### src/rtl/wide_add_sequencer.sv
// wide_add_sequencer: nibble-serial add/subtract that time-shares one 4-bit adder
module four_bit_adder (
  input  logic [3:0] a,
  input  logic [3:0] b,
  input  logic       cin,
  output logic [3:0] s,
  output logic       cout
);
  assign {cout, s} = {1'b0, a} + {1'b0, b} + {4'b0, cin};
endmodule

module wide_add_sequencer #(
  parameter int WORDS = 4,
  localparam int N = 4 * WORDS
) (
  input  logic         clk,
  input  logic         rst_n,
  input  logic         start,
  input  logic         sub,
  input  logic [N-1:0] a,
  input  logic [N-1:0] b,
  output logic         busy,
  output logic         done,
  output logic [N-1:0] sum,
  output logic         cout,
  output logic         ovf
);
  localparam int IW = $clog2(WORDS);
  typedef enum logic [1:0] {IDLE, RUN, DONE} state_t;
  state_t state, state_n;
  logic [WORDS-1:0][3:0] la, lb, work, res;
  logic [IW-1:0] idx;
  logic [3:0] s;
  logic lsub, carry, co, accept, last;
  four_bit_adder u_add (
    .a   (la[idx]),
    .b   (lb[idx] ^ {4{lsub}}),
    .cin (carry),
    .s   (s),
    .cout(co)
  );
  always_comb begin
    accept = start && state != RUN;
    last = idx == IW'(WORDS - 1);
    state_n = accept ? RUN : (state == RUN) ? (last ? DONE : RUN) : IDLE;
    res = work;
    res[idx] = s;
  end
  always_ff @(posedge clk or negedge rst_n)
    if (!rst_n) state <= IDLE;
    else state <= state_n;
  always_ff @(posedge clk or negedge rst_n) begin
    if (!rst_n) begin
      la <= '0;
      lb <= '0;
      lsub <= 1'b0;
      idx <= '0;
      carry <= 1'b0;
      work <= '0;
      sum <= '0;
      cout <= 1'b0;
      ovf <= 1'b0;
    end else if (accept) begin
      la <= a;
      lb <= b;
      lsub <= sub;
      idx <= '0;
      carry <= sub;
    end else if (state == RUN) begin
      work <= res;
      carry <= co;
      idx <= idx + 1'b1;
      if (last) begin
        sum <= res;
        cout <= co;
        ovf <= (la[WORDS-1][3] == (lb[WORDS-1][3] ^ lsub)) && (s[3] != la[WORDS-1][3]);
      end
    end
  end
  assign busy = state == RUN;
  assign done = state == DONE;
endmodule

### config.mk
export PLATFORM = sky130hd
export DESIGN_NAME = wide_add_sequencer
export DESIGN_NICKNAME = d
export VERILOG_FILES = /design/src/rtl/wide_add_sequencer.sv
export SDC_FILE = /design/constraint.sdc
export NUM_CORES = 1
export LEC_CHECK = 0
export ABC_AREA = 1
export BUFFER_PORTS_ARGS = -buffer_cell sky130_fd_sc_hd__buf_2
export CAP_MARGIN = 0
export CORE_MARGIN = 4
export CORE_UTILIZATION = 35
export DETAILED_ROUTE_END_ITERATION = 10
export PLACE_DENSITY = 0.66
export SETUP_SLACK_MARGIN = 0.5
export SLEW_MARGIN = 20
export SYNTH_ARGS = -nofsm -noshare
export SYNTH_HDL_FRONTEND = slang
export SYNTH_SLANG_ARGS = --single-unit
export TNS_END_PERCENT = 20
### constraint.sdc
create_clock -name clk -period 3.45 [get_ports clk]
set_input_delay 0.5175 -clock clk [delete_from_list [all_inputs] [get_ports clk]]
set_output_delay 0.5175 -clock clk [all_outputs]
set_load 0.05 [all_outputs]
# Word-level counts from Yosys, hierarchy flattened
# Index checks and enable logic that the tools add are counted.
[word_totals]
register_bits = 72
input_bits = 36
output_inout_bits = 20
word_cells = 53
[classes]
addsub = 3
magnitude_cmp = 2
n_eq_ne = 6
mux = 14
bitwise = 3
reduce_logical = 6
[ops]
columns = ["cell", "n"]
rows = [
  ["$bmux 4 s2", 2],
  ["$bwmux 16", 1],
  ["$mux 4", 3],
  ["$mux 2", 5],
  ["$demux 4 s2", 1],
  ["$add 4x4->5", 1],
  ["$add 5x1->5", 1],
  ["$eq 2x2->1 const B", 2],
  ["$xor 4x4->4", 1],
  ["$logic_and 1x1->1", 3],
  ["$lt 2x3->1 const B", 1],
  ["$reduce_and 3->1", 1],
  ["$add 2x1->2 const B", 1],
  ["$eq 2x1->1 const B", 1],
  ["$ge 2x1->1 const B", 1],
  ["$mux 1", 2],
  ["$ne 2x1->1 const B", 1],
  ["$reduce_and 2->1", 1],
  ["$reduce_bool 2->1", 1],
  ["$eq 1x1->1", 1],
  ["$ne 1x1->1", 1],
  ["$not 1->1", 1],
  ["$xor 1x1->1", 1],
]

# Depth between registers and ports, before layout
# Gate-level depths: netlist (run 1).
[logic_depth]
ltp_word = 7
depth_mapped = 14

# Modules after synthesis
# Synthesis (run 1) repeated with hierarchy kept, for this count alone.
[hier_totals]
cells_unflattened = 430
hier_area_um2 = 3372.0
[by_module_without_submodules]
columns = ["module", "instances", "cells_per_inst", "area_per_inst_um2", "seq_area_each_um2"]
rows = [
  ["wide_add_sequencer", 1, 405, 3206.8, 1751.7],
  ["four_bit_adder", 1, 25, 165.2, 0.0],
]

# Worst setup path before layout (run 1)
# No wires, ideal clock.
[synth_path]
path_type = "flip-flop to flip-flop"
from = "reg idx[0]"
to = "reg work[9] (netlist name)"
setup_time_ns = 0.137
arrival_ns = 2.214
required_time_ns = 3.313
slack_ns = 1.100
stages_incl_launch_ff = 13
path_buffers = 2
period_less_slack_ns = 2.350
cell_sequence = "dfrtp_1 -> inv_2 -> buf_6 -> buf_4 -> nand2_1 -> a32o_1 -> fa_1 -> inv_1 -> fa_1 -> nand2_1 -> o21ai_0 -> nand2_1 -> o21ai_0"
[synth_via]
elab_chain_len = 6
elab_cells_between_ends = 13
cone_classes = "add/sub: 2; order compare: 2; mux: 7; bitwise: 1; reduce/logical: 1"
[synth_rtl]
columns = ["item", "line", "source"]
rows = [
  ["start, declared", "32", "logic [IW-1:0] idx;"],
  ["start signal, assigned", "72", "idx <= idx + 1'b1;"],
  ["$bmux 4 s2", "37", ".b (lb[idx] ^ {4{lsub}}),"],
  ["$mux 4 (implied by the code)", "37", ""],
  ["$xor 4x4->4", "37", ""],
  ["$add 4x4->5", "9", "assign {cout, s} = {1'b0, a} + {1'b0, b} + {4'b0, cin};"],
  ["$add 5x1->5", "9", ""],
  ["$bwmux 16 (*)", "47", "res[idx] = s;"],
  ["end signal, assigned", "70", "work <= res;"],
  ["end, declared", "31", "logic [WORDS-1:0][3:0] la, lb, work, res;"],
]
# Mark *: on every way between the ends. The rest lies on a longest branch, timed or not. The select of a mux whose other input is x is not followed.
# A chain may end at the register's enable or synchronous reset.

# Worst setup path after layout (run 1)
# Ends and elaborated chain as after synthesis.

==> metrics.txt, run 1 <==
run status finished, final reports clean; worst setup path class reg2reg; Final min period about 2.6 ns; worst skew pair latency around 0.34 ns; hold path start b[14]; first-pass GRT wire length 12600 um; RSZ-0062 raised after global routing false; hold buffer count at cts 0; Starting DRT DRC Count 110; Clock Tree Root clkbuf_8; Worst Hold End lb[14]$_DFFE_PN0P_; via density per instance between 4 and 5; R2R cell count 12; clk buf depth 2; Cell Rows 34; IO buf count 55; Worst EP arrival around 2.8 ns; final instance area approximately 3800 um2; post-synthesis mux area share 0%; vias between 2000 and 3000; max-slew violations 0; Setup crit end kind register; CTS Buf Count 9; Max Fclk around 390 MHz; Max FO, Critical Path 22; area grow syn2layout 16.8%; Final HPWL DP 5190 um; Core Box Area just under 9000 um2; Antenna Violating Nets Remaining 0; syn nets between 400 and 500; Setup violations, final 0; wire per inst approximately 13 um; Clock Skews between 0.008 and 0.009 ns; diode count 0; Sink Count 68; CTS H-tree lvls 3; Min Hold Slack about 0.36 ns; final RePlAce weighted congestion approximately 0.83; Final #Nets just under 500; total routed wirelength between 7000 and 8000 um; layout cells sized above 1 19.6%; Worst setup SP type register; Adder-Cell Fraction of Synth Area around 4%; worst reg2reg endpoint work[9]$_DFFE_PN0P_; Tcrit/Tclk final 74.3%; DRC errors left 0; GRT overflow 0; synthesized instance count 390; die span in y between 100 and 150 um; post-synthesis sequential area ratio between 50 and 60%; Post-Syn Area around 3200 um2; Hold Path Class in2reg; Mapped Avg Cell Area just over 8 um2; Slew headroom 43.5%; die area approximately 11000 um2; Die X about 100 um; hold-critical path depth 3; largest net degree at the start of global routing 69; DRT Pass-1 Iters 4; largest family of logic cells by synthesized area simple AND/OR/NAND/NOR gates; Yosys reg bits between 60 and 70; placed cell count 540; Placed Area about 3500 um2; Cell variety after synth 27; max cap viols 0; Worst Max-Slew Pin Slew 0.848 ns; Final Non-Filler Cells 556; initial antenna violation count 0; vias in the first global route ~2700; post-synthesis compound-gate area fraction between 7 and 8%; Sum Neg Setup Slack 0 ns; CTS tree built; Reg clk slew, reported paths approximately 0.080 ns; initial core utilization 36.5%; Fin. Hold Viols 0; Synth Area in Simple Gates slightly below 30%; Reg2Reg Launch Point idx[0]$_DFFE_PN0P_; I/O pin cnt 56; setup slack, reg-to-reg approximately 0.89 ns; CP Data Required Time 3.66 ns; Ys Warns 0; Total GRT Usage 14.2%; XOR/XNOR Fraction of Synth Area under 10%
worst max-delay path: stages, from the launching register on:
cell and delay [ns]:
dfrtp_2 0.53, inv_4 0.22, nand2_1 0.08, nand3_1 0.07, nand2_1 0.06, xor2_1 0.15
fa_1 0.39, inv_1 0.09, fa_1 0.47, nand2_1 0.09, o21ai_0 0.10, nand2_1 0.08
o21ai_0 0.08
metal layers:
| metal | share of wire, % | global-route usage, % |
|---|---|---|
| met1 | 46 | 18.1 |
| met2 | 47 | 23.1 |
| met3 | 5.8 | 5.04 |
| met4 | 1.1 | 3.51 |
| met5 | 0 | 0 |
worst max path at each step:
stage                       startpoint                  end  slack, ns  cells past startpoint
floorplan           idx[0]$_DFFE_PN0P_  work[9]$_DFFE_PN0P_       1.10                     12
finish              idx[0]$_DFFE_PN0P_  work[9]$_DFFE_PN0P_       0.89                     12
CTS                 idx[0]$_DFFE_PN0P_  work[6]$_DFFE_PN0P_       0.60                     12
global route        idx[0]$_DFFE_PN0P_  work[1]$_DFFE_PN0P_       0.58                     12
detailed placement  idx[0]$_DFFE_PN0P_   sum[6]$_DFFE_PN0P_       0.63                     12
global placement    idx[0]$_DFFE_PN0P_   sum[2]$_DFFE_PN0P_       0.78                     12
cells in the mapped netlist:
library cell | count | share of area [%]
nand2_1 | 188 | 22
dfrtp_1 | 68 | 53
o21ai_0 | 29 | 4.5
nand3_1 | 23 | 3.6
inv_1 | 14 | 1.6
a21oi_1 | 10 | 1.6
nor2_1 | 8 | 0.93
buf_2 | 7 | 1.1
ha_1 | 7 | 2.7
buf_4 | 6 | 1.4
inv_2 | 4 | 0.47
xor2_1 | 4 | 1.1
o22ai_1 | 3 | 0.58
or2_2 | 3 | 0.58
fa_1 | 2 | 1.2
nand2_2 | 2 | 0.39
or2_1 | 2 | 0.39
a21o_1 | 1 | 0.23
a21oi_2 | 1 | 0.27
a32o_1 | 1 | 0.31
buf_6 | 1 | 0.35
clkbuf_1 | 1 | 0.12
clkinv_1 | 1 | 0.12
nand2_4 | 1 | 0.35
nor2_8 | 1 | 0.62
o21bai_1 | 1 | 0.23
xnor2_1 | 1 | 0.27
state kept, by name, indices dropped and copies added (netlist names):
| register | cells |
|---|---|
| work | 12 |
| sum | 16 |
| idx | 2 |
| state | 2 |
| cout | 1 |
| lsub | 1 |
| carry | 1 |
| lb | 16 |
| ovf | 1 |
| la | 16 |
logic make-up (layout without fill, tap and decap cells):
group / Yosys count / count (layout)
AO/OA/AOI/OAI: 46 / 46
XOR/XNOR: 5 / 5
adder cells (fa/ha/maj): 9 / 9
buffers and inverters: 34 / 92
flip-flops: 68 / 68
AND/OR/NAND/NOR: 228 / 228
timing repair:
item,4_1_cts,5_1_grt
resized for setup,0,5
setup endpoints to repair,0,15
buffers inserted,0,0
cells in the final DEF (no fill, tap or decap), drive strengths merged:
master / instances
clkinvlp: 3
xnor2: 1
o21ai: 29
a21oi: 11
inv: 18
clkbuf: 10
ha: 7
o21bai: 1
nor2: 9
xor2: 4
nand2: 191
a32o: 1
a21o: 1
nand3: 23
clkinv: 3
buf: 57
bufinv: 1
fa: 2
o22ai: 3
dfrtp: 68
or2: 5
layout make-up:
type	instances	area (um2)
clock buffer	10	138
sequential	68	1700
inverter	19	77.6
timing repair buffer	57	290
clock inverter	6	63.8
multi-input combinational	288	1350
fill	918	5050
tap	108	135
stage by stage:
stage / utilization [%] / worst slack [ns]
2_1_floorplan: - / 1.10
3_3_place_gp: 40.2 / 0.782
3_5_place_dp: 40.2 / 0.625
4_1_cts: 42.5 / 0.602
5_1_grt: 42.6 / 0.584
6_report: 42.6 / 0.888
Power of run 1 is not shown: default switching activity piles up to over one toggle a cycle in this logic, so the estimate is an artifact.
==> run 2: changes to the inputs <==
- clock period: 3.45 -> 2.5 ns (I/O delays scaled with it)
==> metrics.txt, run 2 (same netlist as run 1, synthesis figures left out) <==
most frequent cells in the layout 174 x nand2_1, 66 x dfrtp_1, 55 x buf_2, 20 x buf_4; diode count 0 (unchanged); CTS H-tree lvls 3 (unchanged); Total GRT Usage 15.5% (+1.3 points); layout cells sized above 1 32.8% (+13 points); CTS Buf Count 9 (unchanged); Worst EP arrival 2.59 ns (-0.18 ns); Max Fclk 426 MHz (+9.1%); Worst setup SP type register; Hold Path Class in2reg; first-pass GRT wire length 13700 um (+9.3%); Tcrit/Tclk final 94.0% (+20 points); Clock Skews 0.0122 ns (+0.00401 ns); CTS tree built; placed cell count 546 (+1.1%); Sum Neg Setup Slack 0 ns (unchanged); fill count 845 (-8.0%); max-slew violations 0 (unchanged); Final Non-Filler Cells 580 (+4.3%); die span in y 104 um (unchanged); Cell Rows 34 (unchanged); Reg clk slew, reported paths 0.08 ns (about the same); DRT Pass-1 Iters 4 (unchanged); Worst Max-Slew Pin Slew 0.515 ns (-0.333 ns); total routed wirelength 8160 um (+10%); die area 10800 um2 (unchanged); I/O pin cnt 56 (unchanged); footprint of the multi-input gates 1570 um2 (+17%); largest net degree at the start of global routing 39 (-43%); worst skew pair latency 0.35 ns (about the same); Max FO, Critical Path 5 (-77%); clk buf depth 2 (unchanged); Final min period 2.35 ns (-0.213 ns); IO buf count 55 (unchanged); Setup violations, final 0 (unchanged); Fin. Hold Viols 0 (unchanged); vias in the first global route 2848 (+4.6%); largest registers la (16), lb (16), sum (16); area grow syn2layout 30.3%; DRC errors left 0 (unchanged); worst setup path class reg2reg; Starting DRT DRC Count 135 (+23%); Core Box Area 8810 um2 (unchanged); final RePlAce weighted congestion 0.853 (+3.4%); vias 2780 (+5.2%); run status finished, final reports clean; final instance area 4190 um2 (+12%); RSZ-0062 raised after global routing true; wire per inst 14.1 um (+5.6%); register area 1700 um2 (unchanged); Final HPWL DP 5370 um (+3.5%); GRT overflow 0 (unchanged); Sink Count 68 (unchanged); Slew headroom 65.6% (+22 points); Final #Nets 513 (+5.1%); Setup crit end kind register; Die X 104 um (unchanged); initial antenna violation count 0 (unchanged); max cap viols 0 (unchanged); Antenna Violating Nets Remaining 0 (unchanged); CP Data Required Time 2.74 ns (-0.92 ns); leading cell type in the layout, fill and taps excluded nand2_1; Placed Area 3620 um2 (+2.0%); Clock Tree Root clkbuf_8; via density per instance 4.79 (+0.83%); initial core utilization 36.5% (unchanged)
run 2: changes by cell type in the layout (fill, tap and decap cells not counted), moves of 11 or more:
| cell | change |
|---|---|
| buf_4 | +18 |
| nand3_2 | +11 |
| nand2_2 | +12 |
| nand3_1 | -15 |
| o21ai_0 | -15 |
| nand2_1 | -14 |
run 2: repair_timing:
action | in CTS | in global routing
endpoints found under the setup margin | 26 | 27
hold endpoints to repair | 8 | 0
cloned | 1 | 0
gates resized for setup | 34 | 35
pin swaps | 9 | 15
setup buffers | 13 | 4
hold buffers | 1 | 0
run 2: worst max-delay path: stages (launching register included):
cell and delay (ns):
dfrtp_2 0.49, buf_6 0.15, buf_6 0.12, nand2_2 0.07
nand3_2 0.08, nand2_2 0.08, xor2_1 0.18, ha_2 0.34
a21oi_4 0.23, nand2_2 0.11, nand2_4 0.14, nand3_4 0.08
nand3_2 0.10, nand2_1 0.05
run 2: path summary, 6_finish.rpt:
path,startpoint,slack [ns],end,cells past startpoint
min,b[1],0.21,lb[1]$_DFFE_PN0P_,3
min reg2reg,sum[13]$_DFFE_PN0P_,0.47,sum[13]$_DFFE_PN0P_,2
max in group asynchronous,rst_n,1.48,la[5]$_DFFE_PN0P_,3
max reg2reg,idx[0]$_DFFE_PN0P_,0.15,sum[3]$_DFFE_PN0P_,13
max,idx[0]$_DFFE_PN0P_,0.15,sum[3]$_DFFE_PN0P_,13
min in group asynchronous,rst_n,0.43,sum[4]$_DFFE_PN0P_,2
run 2: layout make-up:
cell class | instances | area share [%]
multi-input combinational | 288 | 37.6
inverter | 19 | 1.88
timing repair buffer | 81 | 12.0
sequential | 68 | 40.7
clock buffer | 14 | 4.36
tap | 108 | 3.23
clock inverter | 1 | 0.120
timing repair inverter | 1 | 0.179
run 2: layer usage:
metal  part of all wire, %  GRT usage [%]  routed length [um]  vias to the layer above
li1                      -              -                   -                     1379
met1                    44           20.3                3590                     1302
met2                    49           25.3                3970                       79
met3                   4.5           4.66                 364                       20
met4                   2.8           3.61                 231                        0
met5                     0              0                   0                        -
run 2: through the flow:
stage	utilization (%)	hold slack [ns]	setup slack (ns)
after global routing	47.6	0.213	0.0568
after CTS	45.5	0.199	0.261
after global placement	41.1	0.268	0.199
after detailed placement	41.1	0.269	0.115
after floorplan	-	0.0794	0.272
final	47.6	0.211	0.151
Power of run 2 is left out for the same reason.
